File: src/rtl/preem_pkg.sv
// Shared definitions for the multi-channel pre-emphasis filter.
//   - default widths and channel count
//   - Q15 shift constant and coefficient reset value (0.875)
//   - sat_to_w(): clamp a signed value to a w-bit signed range
package preem_pkg;

  localparam int DEF_DATA_W = 16;
  localparam int DEF_COEF_W = 16;
  localparam int DEF_CH     = 2;
  localparam int DEF_CH_W   = 4;

  // Coefficient is unsigned Q15: product >>> 15 rescales to sample units.
  localparam int Q15_SHIFT = 15;

  localparam logic [15:0] COEF_RST_Q15 = 16'h7000;

  // Clamp v to [-2**(w-1), 2**(w-1)-1]. Works for w up to 31 bits.
  function automatic logic signed [31:0] sat_to_w(input logic signed [31:0] v,
                                                  input int w);
    logic signed [31:0] hi;
    logic signed [31:0] lo;
    hi = (32'sd1 <<< (w - 1)) - 32'sd1;
    lo = -(32'sd1 <<< (w - 1));
    if (v > hi)      return hi;
    else if (v < lo) return lo;
    else             return v;
  endfunction

endpackage

File: src/rtl/preem_chan_hist.sv
// Per-channel history register file for the pre-emphasis filter.
// One combinational read port, one write port, per-entry clear mask.
// Read-before-write: the read returns the value held before this edge's
// write. A clear on the entry being read makes the read return 0.
// On a simultaneous clear and write to the same entry the write wins.
// Ports:
//   clk, rst_n         clock, async active-low reset (all entries -> 0)
//   rd_addr / rd_data  read port
//   we/wr_addr/wr_data write port
//   clr                per-entry clear mask
module preem_chan_hist
  import preem_pkg::*;
#(
  parameter int DATA_W = DEF_DATA_W,
  parameter int CH     = DEF_CH,
  parameter int CH_W   = DEF_CH_W
) (
  input  logic                     clk,
  input  logic                     rst_n,
  input  logic [CH_W-1:0]          rd_addr,
  output logic signed [DATA_W-1:0] rd_data,
  input  logic                     we,
  input  logic [CH_W-1:0]          wr_addr,
  input  logic [DATA_W-1:0]        wr_data,
  input  logic [CH-1:0]            clr
);

  logic signed [DATA_W-1:0] mem [CH];

  // Indices are compared rather than used to subscript, so an address
  // outside 0..CH-1 simply matches no entry.
  always_comb begin
    // NOTE: assign a default before any conditional write so no latch is inferred.
    rd_data = '0;
    for (int k = 0; k < CH; k++) begin
      if (32'(rd_addr) == k) rd_data = clr[k] ? '0 : mem[k];
    end
  end

  // NOTE: the history must be zero after reset, so this small array is built
  //       from flops with a reset rather than an unreset RAM.
  always_ff @(posedge clk or negedge rst_n) begin
    if (!rst_n) begin
      for (int k = 0; k < CH; k++) mem[k] <= '0;
    end else begin
      for (int k = 0; k < CH; k++) begin
        if (we && 32'(wr_addr) == k) mem[k] <= wr_data;
        else if (clr[k])             mem[k] <= '0;
      end
    end
  end

endmodule

File: src/rtl/preem_multich.sv
// Multi-channel pre-emphasis filter: y[n] = x[n] - a*x[n-1], a in Q15.
// Two-stage pipeline with valid/ready on both sides, one sample per cycle.
//   S1: read channel history, p = (h*coef) >>> 15, write history.
//   S2: y = x - p at DATA_W+1 bits, drive out_*.
// Optional build macro PREEM_SAT_EN: clamps y to DATA_W bits (sign-extended
// onto out_data) and adds the sat_flag output.
// Ports:
//   clk, rst_n                  clock, async active-low reset
//   coef_we, coef_in            coefficient load (unsigned Q15)
//   hist_clr                    per-channel history clear mask
//   in_valid/in_ready/in_ch/in_data      input stream
//   out_valid/out_ready/out_ch/out_data  output stream
//   sat_flag                    (PREEM_SAT_EN only) clamping occurred
module preem_multich
  import preem_pkg::*;
#(
  parameter int                DATA_W   = DEF_DATA_W,
  parameter int                CH       = DEF_CH,
  parameter int                CH_W     = DEF_CH_W,
  parameter int                COEF_W   = DEF_COEF_W,
  parameter logic [COEF_W-1:0] COEF_RST = COEF_W'(COEF_RST_Q15)
) (
  input  logic                   clk,
  input  logic                   rst_n,
  input  logic                   coef_we,
  input  logic [COEF_W-1:0]      coef_in,
  input  logic [CH-1:0]          hist_clr,
  input  logic                   in_valid,
  output logic                   in_ready,
  input  logic [CH_W-1:0]        in_ch,
  input  logic [DATA_W-1:0]      in_data,
  output logic                   out_valid,
  input  logic                   out_ready,
  output logic [CH_W-1:0]        out_ch,
`ifdef PREEM_SAT_EN
  output logic [DATA_W:0]        out_data,
  output logic                   sat_flag
`else
  output logic [DATA_W:0]        out_data
`endif
);

  localparam int Y_W    = DATA_W + 1;
  localparam int PROD_W = DATA_W + COEF_W + 1;

  logic [COEF_W-1:0]        coef;
  logic                     advance;
  logic                     accept;
  logic                     ch_ok;
  logic signed [DATA_W-1:0] h;
  logic signed [PROD_W-1:0] prod;
  logic signed [Y_W-1:0]    p;
  logic signed [Y_W-1:0]    y;
  logic signed [Y_W-1:0]    y_out;

  logic                     s1_valid;
  logic signed [DATA_W-1:0] s1_x;
  logic signed [Y_W-1:0]    s1_p;
  logic [CH_W-1:0]          s1_ch;

  // The whole pipe moves together whenever the output register can be
  // emptied or overwritten.
  assign in_ready = !out_valid || out_ready;
  assign advance  = in_ready;
  assign accept   = in_valid && in_ready;
  // Out-of-range channels are still consumed but leave no trace.
  assign ch_ok    = 32'(in_ch) < CH;

  preem_chan_hist #(
    .DATA_W (DATA_W),
    .CH     (CH),
    .CH_W   (CH_W)
  ) u_hist (
    .clk     (clk),
    .rst_n   (rst_n),
    .rd_addr (in_ch),
    .rd_data (h),
    .we      (accept && ch_ok),
    .wr_addr (in_ch),
    .wr_data (in_data),
    .clr     (hist_clr)
  );

  // Signed sample times unsigned Q15 coefficient: zero-extend the coefficient
  // so it is never read as negative. >>> floors toward minus infinity.
  assign prod = PROD_W'(h) * $signed(PROD_W'(coef));
  assign p    = Y_W'(prod >>> Q15_SHIFT);

  always_ff @(posedge clk or negedge rst_n) begin
    if (!rst_n) coef <= COEF_RST;
    else if (coef_we) coef <= coef_in;
  end

  // S1: the coefficient in use is the one held before any load this edge,
  // so in-flight samples keep the value they were accepted with.
  always_ff @(posedge clk or negedge rst_n) begin
    if (!rst_n) begin
      // NOTE: state is updated with <= so every flop samples pre-edge values.
      s1_valid <= 1'b0;
      s1_x     <= '0;
      s1_p     <= '0;
      s1_ch    <= '0;
    end else if (advance) begin
      s1_valid <= accept && ch_ok;
      s1_x     <= in_data;
      s1_p     <= p;
      s1_ch    <= in_ch;
    end
  end

  assign y = Y_W'(s1_x) - s1_p;

`ifdef PREEM_SAT_EN
  logic signed [31:0] y_ext;
  logic signed [31:0] y_sat;
  logic               sat_now;

  assign y_ext   = 32'(y);
  assign y_sat   = sat_to_w(y_ext, DATA_W);
  assign sat_now = (y_sat != y_ext);
  assign y_out   = Y_W'(y_sat);

  always_ff @(posedge clk or negedge rst_n) begin
    if (!rst_n) sat_flag <= 1'b0;
    else if (advance && s1_valid) sat_flag <= sat_now;
  end
`else
  assign y_out = y;
`endif

  // S2: output register only reloads on advance, so it holds under stall.
  always_ff @(posedge clk or negedge rst_n) begin
    if (!rst_n) begin
      out_valid <= 1'b0;
      out_data  <= '0;
      out_ch    <= '0;
    end else if (advance) begin
      out_valid <= s1_valid;
      if (s1_valid) begin
        out_data <= y_out;
        out_ch   <= s1_ch;
      end
    end
  end

endmodule
File: config.mk
export PLATFORM = sky130hd
export DESIGN_NAME = preem_multich
export DESIGN_NICKNAME = d
export VERILOG_FILES = /design/src/rtl/preem_pkg.sv /design/src/rtl/preem_chan_hist.sv /design/src/rtl/preem_multich.sv
export SDC_FILE = /design/constraint.sdc
export NUM_CORES = 1
export LEC_CHECK = 0
export CAP_MARGIN = 25
export CORE_MARGIN = 2
export CORE_UTILIZATION = 55
export DETAILED_ROUTE_END_ITERATION = 6
export PLACE_DENSITY = 0.8
export SETUP_SLACK_MARGIN = 0.1
export SLEW_MARGIN = 20
export SYNTH_ARGS = -nofsm -noshare
export SYNTH_HDL_FRONTEND = slang
export SYNTH_SLANG_ARGS = --single-unit
File: constraint.sdc
create_clock -name clk -period 16.3 [get_ports clk]
set_input_delay 1.63 -clock clk [delete_from_list [all_inputs] [get_ports clk]]
set_output_delay 1.63 -clock clk [all_outputs]
set_load 0.1 [all_outputs]
Yosys cells after proc, flatten, opt, wreduce, memory -nomap -nowiden
Cells that the tools add are included.
{ "word_totals": {"ram_bits": 0, "romBits": 0, "ff_bits": 108, "output_inout_bits": 23, "latchBits": 0, "elab_cells": 28, "input_bits": 43, "n_memories": 0} }
{ "classes": {"muxes": 6, "n_div": 0, "shift": 0, "n_eq_ne": 1, "n_lt_le_gt_ge": 1, "reduce_logical": 8, "n_mul": 1, "n_addsub": 1, "bitwise_logic": 0} }
{ "op_table": {"columns": ["cell", "n"], "rows": [
  ["$mux W16", 6],
  ["$mul A16 B17 Y32", 1],
  ["$sub A16 B17 Y17", 1],
  ["$eq A4 B1 Y1 const B", 1],
  ["$logic_and A1 B1 Y1", 4],
  ["$logic_not A4 Y1", 1],
  ["$lt A4 B2 Y1 const B", 1],
  ["$reduce_and A2 Y1", 1],
  ["$logic_not A1 Y1", 1],
  ["$logic_or A1 B1 Y1", 1]
]} }

Logic depth before layout (Yosys ltp)
{ "logic_depth": {"ltp_word": 6, "depth_mapped": 28, "depth_no_buf": 26} }

By module
Synthesis repeated with hierarchy kept, for this count alone.
{ "unflattened": {"cells_unflattened": 1462, "area_unflattened_um2": 13631.8} }
{ "by_module_without_submodules": {"columns": ["mod", "seq_area_each_um2", "cells_each", "n_inst", "area_per_inst_um2"], "rows": [
  ["preem_multich", 1905.6, 1301, 1, 11945.2],
  ["preem_chan_hist", 800.8, 161, 1, 1686.6]
]} }

Least setup slack after synthesis
OpenSTA, ideal clock, no wires.
{ "synth_path": {"path_kind": "input port to flip-flop", "start": "in in_ch[0]", "end": "reg s1_p[16]", "path_buffers": 4, "setup_ns": 0.130, "path_stages": 28, "slack_ns": 7.908, "t_arrival_ns": 8.262, "t_required_ns": 16.170, "cell_sequence": "buf_2 -> clkbuf_1 -> clkbuf_1 -> a21oi_1 -> nor2_1 -> clkbuf_1 -> nand2_1 -> fa_1 -> inv_1 -> fa_1 -> inv_1 -> fa_1 -> inv_1 -> fa_1 -> fa_1 -> inv_1 -> fa_1 -> inv_1 -> ha_1 -> and4_1 -> nor2b_4 -> a32oi_2 -> a211o_2 -> nand3_2 -> o31a_4 -> a221o_2 -> nor4b_1 -> nor3_1"} }
{ "synth_between": {"elab_chain_cells": 4, "elab_cells_between_ends": 5, "cone_classes": "1 x mul; 1 x eq/ne; 2 x mux; 1 x reduce/logical"} }
{ "synth_rtl": {"columns": ["element", "line", "text"], "rows": [
  ["from (decl)", "preem_multich.sv:30", "input logic [CH_W-1:0] in_ch,"],
  ["$logic_not A4 Y1", "preem_chan_hist.sv:36", "if (32'(rd_addr) == k) rd_data = clr[k] ? '0 : mem[k];"],
  ["$mux W16", "preem_chan_hist.sv:36", null],
  ["$mux W16 (*)", "preem_chan_hist.sv:36", null],
  ["$mul A16 B17 Y32 (*)", "preem_multich.sv:86", "assign prod = PROD_W'(h) * $signed(PROD_W'(coef));"],
  ["to (signal assigned)", "preem_multich.sv:106", "s1_p <= p;"],
  ["to (decl)", "preem_multich.sv:58", "logic signed [Y_W-1:0] s1_p;"]
]} }
Every way passes the cells marked *; elsewhere a longest branch is shown, timed or not.
A chain may end at the register's enable or synchronous reset.

Worst setup path after layout
{ "layout_path": {"start": "in in_ch[1]", "end": "reg s1_p[16]"} }
Same word-level chain as after synthesis.

==> impl_metrics.xml <==
<?xml version="1.0" encoding="UTF-8"?>
<metrics>
  <group name="status">
    <metric name="result_of_the_run" unit="">complete, no violations</metric>
  </group>
  <group name="drt">
    <metric name="iteration_0_drc_markers" unit="">514</metric>
    <metric name="finalWirelength" unit="mm">31.61</metric>
    <metric name="drt_pre_antenna_iters" unit="">5</metric>
    <metric name="routed_via_density" unit="">5.453</metric>
    <metric name="drt.antenna.violating_nets" unit="">0</metric>
    <metric name="post_drt_wl_per_cell" unit="um">17.37</metric>
    <metric name="via_count_of_the_routed_design" unit="">9925</metric>
    <metric name="drt_drc_violations_left" unit="">0</metric>
  </group>
  <group name="grt">
    <metric name="global_route.usage.total" unit="%">26.31</metric>
    <metric name="globalRoute.totalOverflow" unit="">0</metric>
    <metric name="grt_max_degree" unit="">63</metric>
    <metric name="grt_antenna_before_repair" unit="">0</metric>
    <metric name="first_global_vias" unit="">10940</metric>
    <metric name="first_pass_grt_wire_length" unit="mm">53.43</metric>
  </group>
  <group name="power">
    <metric name="clockPowerShare" unit="%">28.0</metric>
    <metric name="powerDensity" unit="nW/um^2">53.81</metric>
    <metric name="ir_worst_vdd" unit="uV">79.08</metric>
    <metric name="net-switching-power" unit="W">0.0003194</metric>
    <metric name="share_seq_of_total_power" unit="%">41.7</metric>
    <metric name="power_leakage" unit="nW">7.579</metric>
    <metric name="p_sw_share" unit="%">40.46</metric>
    <metric name="power_report.internal_total" unit="W">0.0004699</metric>
    <metric name="comb_power_share" unit="%">30.3</metric>
  </group>
  <group name="floorplanning">
    <metric name="initial_core_util" unit="%">55.52</metric>
    <metric name="coreArea" unit="um^2">24030</metric>
    <metric name="floorplan.die.width" unit="um">159.8</metric>
    <metric name="dieArea" unit="um^2">25520</metric>
    <metric name="num_rows" unit="">57</metric>
    <metric name="pin_count" unit="">66</metric>
    <metric name="die_height" unit="um">159.8</metric>
  </group>
  <group name="layout">
    <metric name="stdcell_count" unit="">1820</metric>
    <metric name="fin_nets" unit="">1858</metric>
    <metric name="seqCellArea" unit="um^2">2706</metric>
    <metric name="multi_input_area" unit="um^2">9448</metric>
    <metric name="fraction_of_final_layout_cells_with_drive_strength_greater_than_1" unit="%">6.818</metric>
    <metric name="fill_cells" unit="">2037</metric>
    <metric name="area_growth_syn_to_layout" unit="%">9.911</metric>
    <metric name="final_core_utilization" unit="%">61.02</metric>
    <metric name="diodes" unit="">0</metric>
    <metric name="finalInstanceArea" unit="um^2">14670</metric>
  </group>
  <group name="synthesis">
    <metric name="share_of_flip_flops_with_an_asynchronous_set_or_reset" unit="%">100.0</metric>
    <metric name="synth.net_count" unit="">1817</metric>
    <metric name="synth-seq-cells" unit="">108</metric>
    <metric name="synthTopCellsByArea" unit="">sky130_fd_sc_hd__fa_1 (29%), sky130_fd_sc_hd__dfrtp_1 (20%), sky130_fd_sc_hd__ha_1 (12%)</metric>
    <metric name="synth_largest_type_area_fraction" unit="%">29.10</metric>
    <metric name="syn_std_cell_area" unit="um^2">13340</metric>
    <metric name="post_synth_inst_count" unit="">1450</metric>
    <metric name="portion_of_the_post_synthesis_area_used_by_sequential_elements" unit="%">20.28</metric>
    <metric name="netlist-cell-type-count" unit="">60</metric>
    <metric name="syn-mean-instance-area" unit="um^2">9.203</metric>
    <metric name="synth.yosys.warnings" unit="">0</metric>
    <metric name="yosys_most_used_dff" unit="">sky130_fd_sc_hd__dfrtp_1</metric>
    <metric name="synth-edff-count" unit="">0</metric>
    <metric name="yosysTopAreaCell" unit="">sky130_fd_sc_hd__fa_1</metric>
  </group>
  <group name="sta">
    <metric name="maxSlewViolCount" unit="">0</metric>
    <metric name="totalNegativeSetupSlack" unit="ps">0</metric>
    <metric name="finalCriticalPeriod" unit="ps">8954</metric>
    <metric name="tightestPinTransition" unit="ps">994.0</metric>
    <metric name="relative_max_transition_margin" unit="%">33.49</metric>
    <metric name="grt_setup_unrepaired" unit="">false</metric>
    <metric name="hold_viol" unit="">0</metric>
    <metric name="clock_tree_skew_after_final_layout" unit="ps">11.29</metric>
    <metric name="final_setup_fails" unit="">0</metric>
    <metric name="min_period_over_period" unit="%">54.93</metric>
    <metric name="clock.fmax" unit="MHz">111.7</metric>
  </group>
  <group name="worst_hold_path">
    <metric name="worstHoldPathType" unit="">flip-flop to flip-flop</metric>
  </group>
  <group name="placed_design">
    <metric name="dp.cells" unit="">1804</metric>
    <metric name="placed_cell_area" unit="um^2">14380</metric>
    <metric name="hpwl" unit="mm">24.08</metric>
    <metric name="port_buffers" unit="">65</metric>
    <metric name="gp_congestion" unit="">0.8725</metric>
  </group>
  <group name="cts">
    <metric name="cts.reportedPaths.clkPinSlew" unit="ps">80</metric>
    <metric name="cts-root-buf" unit="">sky130_fd_sc_hd__clkbuf_16</metric>
    <metric name="numClockSinks" unit="">108</metric>
    <metric name="cts_max_level" unit="">3</metric>
    <metric name="cts_resized" unit="">0</metric>
    <metric name="clk_latency" unit="ps">360</metric>
    <metric name="post-cts-setup-buffers" unit="">0</metric>
    <metric name="cts-buffers-inserted" unit="">9</metric>
    <metric name="clock_path_buffers" unit="">2</metric>
    <metric name="tritoncts" unit="">built</metric>
    <metric name="hold_buffers" unit="">0</metric>
  </group>
  <group name="setup_path">
    <metric name="worst-endpoint-arrival" unit="ps">9190</metric>
    <metric name="category_of_the_worst_setup_path_launch_point" unit="">input port</metric>
    <metric name="cp_data_required_time" unit="ps">16540</metric>
    <metric name="path_max_fanout" unit="">14</metric>
    <metric name="setup.worst_path.class" unit="">input port to flip-flop</metric>
    <metric name="worstSetupEndpointType" unit="">flip-flop</metric>
  </group>
  <group name="run">
    <metric name="maxCapViolations" unit="">0</metric>
  </group>
</metrics>
==> layer usage <==
metal	vias up	wire length, um	track usage [%]
li1	4547	-	-
met1	5038	13030	33.00
met2	269	16200	47.05
met3	71	1486	3.688
met4	0	891	8.471
met5	-	0	0
==> cells in the mapped netlist (6+ instances only) <==
master and count:
sky130_fd_sc_hd__xnor2_1 18, sky130_fd_sc_hd__a21oi_1 44, sky130_fd_sc_hd__fa_1 194, sky130_fd_sc_hd__and2b_1 6, sky130_fd_sc_hd__or2_2 7, sky130_fd_sc_hd__o21ai_0 47, sky130_fd_sc_hd__nor3_1 8, sky130_fd_sc_hd__dfrtp_1 105
sky130_fd_sc_hd__nor2_1 59, sky130_fd_sc_hd__and2_1 101, sky130_fd_sc_hd__o21a_1 7, sky130_fd_sc_hd__nor2b_1 13, sky130_fd_sc_hd__ha_1 130, sky130_fd_sc_hd__mux2_2 35, sky130_fd_sc_hd__nand2b_1 22, sky130_fd_sc_hd__xor2_1 12
sky130_fd_sc_hd__clkbuf_1 57, sky130_fd_sc_hd__and3_1 18, sky130_fd_sc_hd__nand2_1 234, sky130_fd_sc_hd__o31ai_1 8, sky130_fd_sc_hd__a21o_1 6, sky130_fd_sc_hd__inv_1 257
==> worst paths after layout <==
check	depth (start not counted)	from	slack, ps	to
worst max-delay path	24	in_ch[1]	7350	s1_p[16]
worst min-delay path	2	s1_ch[3]	470	s1_ch[3]
worst max register to register	24	u_hist.mem[8]	9270	s1_p[16]
worst min register to register	2	s1_ch[3]	470	s1_ch[3]
max in group asynchronous	2	rst_n	13780	out_data[0]
min in group asynchronous	1	rst_n	1360	s1_ch[1]
==> area by class of cell <==
type | count | area share (%)
clock buffer | 10 | 1.561
clock inverter | 6 | 0.4265
inverter | 257 | 6.577
multi-input combinational | 1025 | 64.42
sequential | 108 | 18.45
tap | 324 | 2.764
timing repair buffer | 90 | 5.801
==> cell usage in the layout (no fill, tap or decap), types with 12 or more instances in the layout <==
| cell type | n |
|---|---|
| sky130_fd_sc_hd__inv_1 | 257 |
| sky130_fd_sc_hd__nand2_1 | 234 |
| sky130_fd_sc_hd__fa_1 | 194 |
| sky130_fd_sc_hd__ha_1 | 130 |
| sky130_fd_sc_hd__dfrtp_1 | 105 |
| sky130_fd_sc_hd__and2_1 | 101 |
| sky130_fd_sc_hd__clkdlybuf4s50_1 | 64 |
| sky130_fd_sc_hd__nor2_1 | 59 |
| sky130_fd_sc_hd__o21ai_0 | 47 |
| sky130_fd_sc_hd__a21oi_1 | 44 |
| sky130_fd_sc_hd__mux2_2 | 35 |
| sky130_fd_sc_hd__buf_4 | 23 |
| sky130_fd_sc_hd__nand2b_1 | 22 |
| sky130_fd_sc_hd__and3_1 | 18 |
| sky130_fd_sc_hd__xnor2_1 | 18 |
| sky130_fd_sc_hd__nor2b_1 | 12 |
| sky130_fd_sc_hd__xor2_1 | 12 |
==> cell families after synthesis <==
| family | share of synthesized area (%) |
|---|---|
| xor gates and xnor gates | 1.969 |
| muxes | 2.954 |
| and+or+nand+nor | 17.67 |
| AOI/OAI and AO/OA | 6.892 |
| buffers and inverters | 8.936 |
| adders and majority gates | 41.29 |
| DFF | 20.28 |
==> metrics by stage <==
stage,power [W],setup WS (ps),hold slack (ps)
6_report,0.0007893,7346,473.3
5_1_grt,0.0008202,6981,508.0
4_1_cts,0.0007915,7386,474.9
3_5_place_dp,0.0005727,7015,456.0
3_3_place_gp,0.0005682,6868,449.4
2_1_floorplan,0.0004910,7908,434.8
==> critical path, cell delays in order <==
cell and delay (ps):
sky130_fd_sc_hd__clkdlybuf4s50_1 440, sky130_fd_sc_hd__or3_1 660, sky130_fd_sc_hd__nor2_1 660, sky130_fd_sc_hd__buf_6 240
sky130_fd_sc_hd__nand2_1 90, sky130_fd_sc_hd__fa_1 550, sky130_fd_sc_hd__inv_1 50, sky130_fd_sc_hd__fa_1 490
sky130_fd_sc_hd__fa_1 580, sky130_fd_sc_hd__fa_1 430, sky130_fd_sc_hd__fa_1 490, sky130_fd_sc_hd__inv_1 50
sky130_fd_sc_hd__fa_1 490, sky130_fd_sc_hd__inv_1 50, sky130_fd_sc_hd__ha_1 320, sky130_fd_sc_hd__and4_1 220
sky130_fd_sc_hd__nor2b_4 140, sky130_fd_sc_hd__a32oi_2 170, sky130_fd_sc_hd__a211o_2 160, sky130_fd_sc_hd__nand3_2 130
sky130_fd_sc_hd__o31a_4 340, sky130_fd_sc_hd__a221o_2 390, sky130_fd_sc_hd__nor4b_1 310, sky130_fd_sc_hd__nor3_1 90
==> power groups by stage <==
stage	registers, W	clock network (W)	logic, W
after global placement	0.000333	0	0.000235
after CTS	0.000329	0.000223	0.000240
final	0.000329	0.000221	0.000239
after floorplan	0.000421	0	0.0000697
after global routing	0.000333	0.000236	0.000252
after detailed placement	0.000334	0	0.000239
==> state kept, by name, indices dropped and copies added, names as in the netlist <==
name,count
s1_p,17
u_hist.mem,32
s1_valid,1
coef,16
s1_ch,4
out_data,17
out_ch,4
s1_x,16
out_valid,1
Power figures use the tool's default switching activity.
